$ cat src/rtl/led_matrix_pkg.sv
// Shared constants and helpers for the row-multiplexed LED matrix scanner.
// Pin polarities live here so the panel wiring is described in one place.
package led_matrix_pkg;

  localparam logic ROW_ACTIVE = 1'b1;
  localparam logic COL_ACTIVE = 1'b0;

  localparam int DEF_ROWS         = 5;
  localparam int DEF_COLS         = 7;
  localparam int DEF_PRESCALE     = 50000;
  localparam int DEF_BLANK_CYCLES = 2;

  localparam int MAX_ROWS = 32;

  function automatic logic [MAX_ROWS-1:0] onehot_row(input int unsigned idx);
    return MAX_ROWS'(1) << idx;
  endfunction

endpackage

$ cat src/rtl/scan_timebase.sv
// Row-slot prescaler and row counter; both are held at zero while scanning is disabled.
// slot_end / frame_end flag the last cycle of a row slot / of the whole frame.
module scan_timebase #(
  parameter int ROWS     = 5,
  parameter int PRESCALE = 50000
) (
  input  logic                                          CLK,
  input  logic                                          RST,
  input  logic                                          enable,
  output logic [((PRESCALE > 1) ? $clog2(PRESCALE) : 1)-1:0] cnt,
  output logic [$clog2(ROWS)-1:0]                       row_idx,
  output logic                                          slot_end,
  output logic                                          frame_end
);

  localparam int CNT_W  = (PRESCALE > 1) ? $clog2(PRESCALE) : 1;
  localparam int RIDX_W = $clog2(ROWS);

  assign slot_end  = enable && (cnt == CNT_W'(PRESCALE - 1));
  assign frame_end = slot_end && (row_idx == RIDX_W'(ROWS - 1));

  // NOTE: sequential state is updated with non-blocking assignments so every
  // register samples pre-edge values regardless of statement order.
  always_ff @(posedge CLK) begin
    if (RST || !enable) begin
      cnt     <= '0;
      row_idx <= '0;
    end else if (slot_end) begin
      cnt     <= '0;
      row_idx <= (row_idx == RIDX_W'(ROWS - 1)) ? '0 : row_idx + 1'b1;
    end else begin
      cnt <= cnt + 1'b1;
    end
  end

endmodule

$ cat src/rtl/led_matrix_scanner.sv
// Row-multiplexed LED matrix driver with double-buffered frame, per-slot blanking
// and run-time brightness; all pin outputs are registered.
module led_matrix_scanner
  import led_matrix_pkg::*;
#(
  parameter  int ROWS         = DEF_ROWS,
  parameter  int COLS         = DEF_COLS,
  parameter  int PRESCALE     = DEF_PRESCALE,
  parameter  int BLANK_CYCLES = DEF_BLANK_CYCLES,
  localparam int DUTY_W       = $clog2(PRESCALE + 1)
) (
  input  logic                     CLK,
  input  logic                     RST,
  input  logic                     enable,
  input  logic [ROWS*COLS-1:0]     frame_in,
  input  logic                     load,
  input  logic [DUTY_W-1:0]        duty,
  output logic [ROWS-1:0]          row_o,
  output logic [COLS-1:0]          col_o,
  output logic [$clog2(ROWS)-1:0]  row_idx,
  output logic                     frame_start,
  output logic                     pending
);

  localparam int CNT_W  = (PRESCALE > 1) ? $clog2(PRESCALE) : 1;
  localparam int ON_MAX = PRESCALE - BLANK_CYCLES;

  logic [CNT_W-1:0]     cnt;
  logic                 slot_end;
  logic                 frame_end;
  logic                 boundary;
  logic [ROWS*COLS-1:0] shadow;
  logic [ROWS*COLS-1:0] active;
  int                   on_cycles;
  logic                 in_window;

  scan_timebase #(
    .ROWS     (ROWS),
    .PRESCALE (PRESCALE)
  ) u_timebase (
    .CLK       (CLK),
    .RST       (RST),
    .enable    (enable),
    .cnt       (cnt),
    .row_idx   (row_idx),
    .slot_end  (slot_end),
    .frame_end (frame_end)
  );

  assign boundary = slot_end && frame_end;

  // NOTE: every always_comb output gets a value on every path, so no latch is inferred.
  always_comb begin
    on_cycles = (int'(duty) > ON_MAX) ? ON_MAX : int'(duty);
    in_window = enable && (int'(cnt) >= BLANK_CYCLES)
                       && (int'(cnt) < BLANK_CYCLES + on_cycles);
  end

  // NOTE: the frame buffers are plain registers, so they are reset with the
  // rest of the state and a fresh panel never shows stale content.
  always_ff @(posedge CLK) begin
    if (RST) begin
      shadow  <= '0;
      active  <= '0;
      pending <= 1'b0;
    end else if (load && (!enable || boundary)) begin
      // New data wins on a boundary; with scanning stopped there is nothing to tear.
      shadow  <= frame_in;
      active  <= frame_in;
      pending <= 1'b0;
    end else if (load) begin
      shadow  <= frame_in;
      pending <= 1'b1;
    end else if (boundary && pending) begin
      active  <= shadow;
      pending <= 1'b0;
    end
  end

  always_ff @(posedge CLK) begin
    if (RST) begin
      row_o       <= {ROWS{~ROW_ACTIVE}};
      col_o       <= {COLS{~COL_ACTIVE}};
      frame_start <= 1'b0;
    end else begin
      if (in_window) begin
        row_o <= ROWS'(onehot_row(32'(row_idx))) ^ {ROWS{~ROW_ACTIVE}};
        col_o <= active[32'(row_idx)*COLS +: COLS] ^ {COLS{~COL_ACTIVE}};
      end else begin
        row_o <= {ROWS{~ROW_ACTIVE}};
        col_o <= {COLS{~COL_ACTIVE}};
      end
      frame_start <= enable && (cnt == '0) && (row_idx == '0);
    end
  end

endmodule

$ cat config.mk
export PLATFORM = sky130hd
export DESIGN_NAME = led_matrix_scanner
export DESIGN_NICKNAME = d
export VERILOG_FILES = /design/src/rtl/led_matrix_pkg.sv /design/src/rtl/scan_timebase.sv /design/src/rtl/led_matrix_scanner.sv
export SDC_FILE = /design/constraint.sdc
export NUM_CORES = 1
export LEC_CHECK = 0
export ABC_AREA = 1
export BUFFER_PORTS_ARGS = -buffer_cell sky130_fd_sc_hd__buf_2
export CAP_MARGIN = 20
export CORE_AREA = 2 2 99 101
export DETAILED_ROUTE_END_ITERATION = 10
export DIE_AREA = 0 0 101 103
export GPL_ROUTABILITY_DRIVEN = 0
export PLACE_DENSITY = 0.79
export SYNTH_ARGS = -nofsm -noshare
export SYNTH_HDL_FRONTEND = slang
export SYNTH_HIERARCHICAL = 1
export SYNTH_SLANG_ARGS = --single-unit
$ cat constraint.sdc
create_clock -name CLK -period 4.3 [get_ports CLK]
set_input_delay 0.86 -clock CLK [delete_from_list [all_inputs] [get_ports CLK]]
set_output_delay 0.86 -clock CLK [all_outputs]
set_load 0.02 [all_outputs]
==> key figures <==
Route
  – Vias per cell: 5.56
  – ANT nets after route: 0
  – Total vias in the final route: 5180
  – Initial DRC count: 298
  – Drt pass-1 iters: 5
  – Avg WL per Cell: roughly 14 µm
  – DRC: 0
  – Routed wire length: 12900 µm

Global routing
  – Global-route wire length before repair: approximately 21000 µm
  – Largest net degree at the start of global routing: between 60 and 70
  – Antenna violations before repair: 0
  – Grt total ovfl: 0
  – Global Route Usage Sum: 25.9%
  – Vias in the first global route: 4706

Synth
  – Yosys cell types: 39
  – Mapped Area: 5280 µm²
  – Post-synth top flop: dfxtp_1
  – Synth Net Count: ~830
  – Top-count cell post-synth: nand2_1
  – Sequential-to-total area share from yosys stat: 39.0%
  – Post-synth ARST share: 0%
  – Synth warnings: 6
  – Top cell type's share of synthesized area: 39.0%
  – Avg Synthesized Cell Area: 6.97 µm²
  – Mapped Cells: 758
  – Synthesized flop and latch total: roughly 100
  – Most common library cells after synthesis: nand2_1 (140), dfxtp_1 (103), o21ai_0 (101), a21oi_1 (84), inv_1 (77)
  – Number of enable flip-flop cells after synthesis: 0
  – Synth top area cells: dfxtp_1 (39%), nand2_1 (10%), o21ai_0 (9.6%), a21oi_1 (8.0%), inv_1 (5.5%)
  – Largest area contributor in the netlist: dfxtp_1

Finish
  – # diodes: 0
  – # nets final: between 800 and 900
  – Fin cells: 931
  – Area grow syn2layout: 11.9%
  – Share of layout cells above drive strength 1: about 15%

STA
  – # setup viols final: 0
  – Final Hold Fails: 0
  – Setup TNS: 0 ns
  – Fin worst setup slack: slightly below 0.6 ns
  – Part of the cycle the worst path needs: 86.2%
  – Skew final: 0.0107 ns
  – Final min period: about 3.7 ns
  – Fmax: 0.270 GHz
  – Slew @ Worst Pin: 0.941 ns
  – Slew Limit Headroom: 37.2%
  – WHS: 0.452 ns
  – Slew Limit Fails: 0
  – RSZ-0062 raised after global routing: no

Floorplan
  – Rows: 36
  – Top-level port count: slightly above 70
  – Die area: about 10000 µm²
  – Die H: between 100 and 150 µm
  – Core Region: 9460 µm²
  – Die width: 101 µm
  – Initial Util: 55.8%

CTS
  – TritonCTS clock tree: done
  – Hold buffers post-CTS: 0
  – Clock transition at path regs: 0.10 ns
  – PostCTS Resize Cnt: 0
  – Clock sink total: 103
  – Clock Tree Buf Depth: 2
  – H-tree depth: 3
  – Skew-Pair Late Insertion Delay: roughly 0.38 ns
  – Total CTS buffers: 9
  – Root buffer cell: clkbuf_8
  – Post-CTS setup repair buffer count: 0

Pwr
  – Total power: between 0.0015 and 0.002 W
  – VDD IR max: 241 µV
  – Pwr/cell area: 327 nW/µm²
  – Leak: ~2.5 nW

Critical path
  – Arr. time, crit path: 3.98 ns
  – Max FO, Critical Path: 18
  – Setup crit start kind: input pin
  – Worst EP required: ~4.6 ns
  – Worst-case reg-to-reg path depth: 11
  – Crit end category: register
  – Crit Path Class: input pin to register

Hold path
  – Hold Path Cell Cnt: 2
  – HP Class: register to register

Outcome
  – Status: complete, no violations

Placement
  – Port Buffers: 71
  – Pre-CTS WS: 0.202 ns
  – DP Cell Count: ~920
  – HPWL Detailed: roughly 9500 µm

Job
  – Number of max-cap violations: 0
==> per-layer routing <==
metal / routed length [µm] / vias up / share of wire (%) / GRT usage [%]
li1: - / 2618 / - / -
met5: 0 / - / 0 / 0
met1: 5870 / 2391 / 45 / 34.8
met2: 5990 / 150 / 46 / 41.3
met4: 261 / 0 / 2.0 / 10.4
met3: 796 / 21 / 6.2 / 5.08
==> per-stage QoR <==
stage	instance area [µm²]	util, %
2_1_floorplan	5280	-
3_3_place_gp	5660	59.9
3_5_place_dp	5680	60.0
4_1_cts	5910	62.5
5_1_grt	5910	62.5
6_report	5910	62.5
==> kinds of logic (layout without fill, tap and decap cells) <==
kind of cell | after synthesis | count (layout) | synth area share [%]
and+or+nand+nor | 309 | 309 | 26.0
AOI/OAI and AO/OA | 201 | 201 | 20.0
buffers and inverters | 115 | 174 | 8.62
DFF | 103 | 103 | 39.0
adders and majority gates | 19 | 19 | 4.50
xor gates and xnor gates | 11 | 11 | 1.82
==> layout make-up <==
class,instances,area [µm²]
sequential,103,2060
fill,871,3550
multi-input combinational,540,2770
clock inverter,5,88.8
inverter,82,308
tap,114,143
timing repair buffer,76,400
clock buffer,11,141
==> report_power, final <==
group	leakage, nW	internal, W	switching [W]
logic	1.49	0.0000795	0.000139
registers	0.847	0.000999	0.0000199
clock network	0.116	0.000351	0.000346
==> critical path: stages <==
cell and delay [ns]:
buf_2 0.12, inv_2 0.08, nand2_1 0.05, nor2_1 0.10
nand2_2 0.07, nand2_1 0.06, nand2_1 0.07, nand2_2 0.08
nand2_4 0.14, inv_2 0.15, or2_2 0.15, ha_1 0.22
inv_1 0.10, nor2_2 0.19, nand3_1 0.10, nand2_1 0.06
nand2_1 0.05, ha_1 0.26, and3_1 0.19, nor3b_1 0.16
a21oi_1 0.20, nand4_1 0.29, nor2_1 0.18, nor2_1 0.06
==> cell usage in the layout, fill, tap and decap left out, types with 2 or more instances in the layout <==
| master | netlist | layout |
|---|---|---|
| nand2_1 | 140 | 140 |
| nand3_2 | 5 | 5 |
| inv_2 | 5 | 5 |
| xor2_1 | 8 | 8 |
| nand3_1 | 48 | 48 |
| nor2_2 | 8 | 9 |
| a31oi_1 | 2 | 2 |
| o21ai_1 | 2 | 2 |
| or2_2 | 3 | 3 |
| bufinv_16 | 0 | 2 |
| inv_1 | 77 | 77 |
| ha_1 | 19 | 19 |
| nor3_1 | 9 | 9 |
| nor2_1 | 71 | 70 |
| buf_2 | 3 | 71 |
| o221ai_1 | 7 | 7 |
| nor4_1 | 2 | 2 |
| buf_4 | 0 | 4 |
| a21oi_1 | 84 | 84 |
| o21ai_0 | 101 | 101 |
| nand2_2 | 2 | 2 |
| clkbuf_8 | 0 | 10 |
| dfxtp_1 | 103 | 103 |
| nand3b_1 | 2 | 2 |
| xnor2_1 | 3 | 3 |
| nand4_1 | 12 | 12 |
| or2_0 | 2 | 2 |
==> state kept, by name, summed over array words and instances (netlist names) <==
signal and count:
col_o 7, u_timebase/row_idx 3, frame_start 1, row_o 5, shadow 35, u_timebase/cnt 16
pending 1, active 35
==> worst paths after layout <==
path,from,to,slack (ns)
max,duty[5],col_o[6],0.59
min,shadow[27],shadow[27],0.45
max reg2reg,u_timebase/cnt[1],active[24],1.57
min reg2reg,shadow[27],shadow[27],0.45
(Power assumes the default switching activity.)
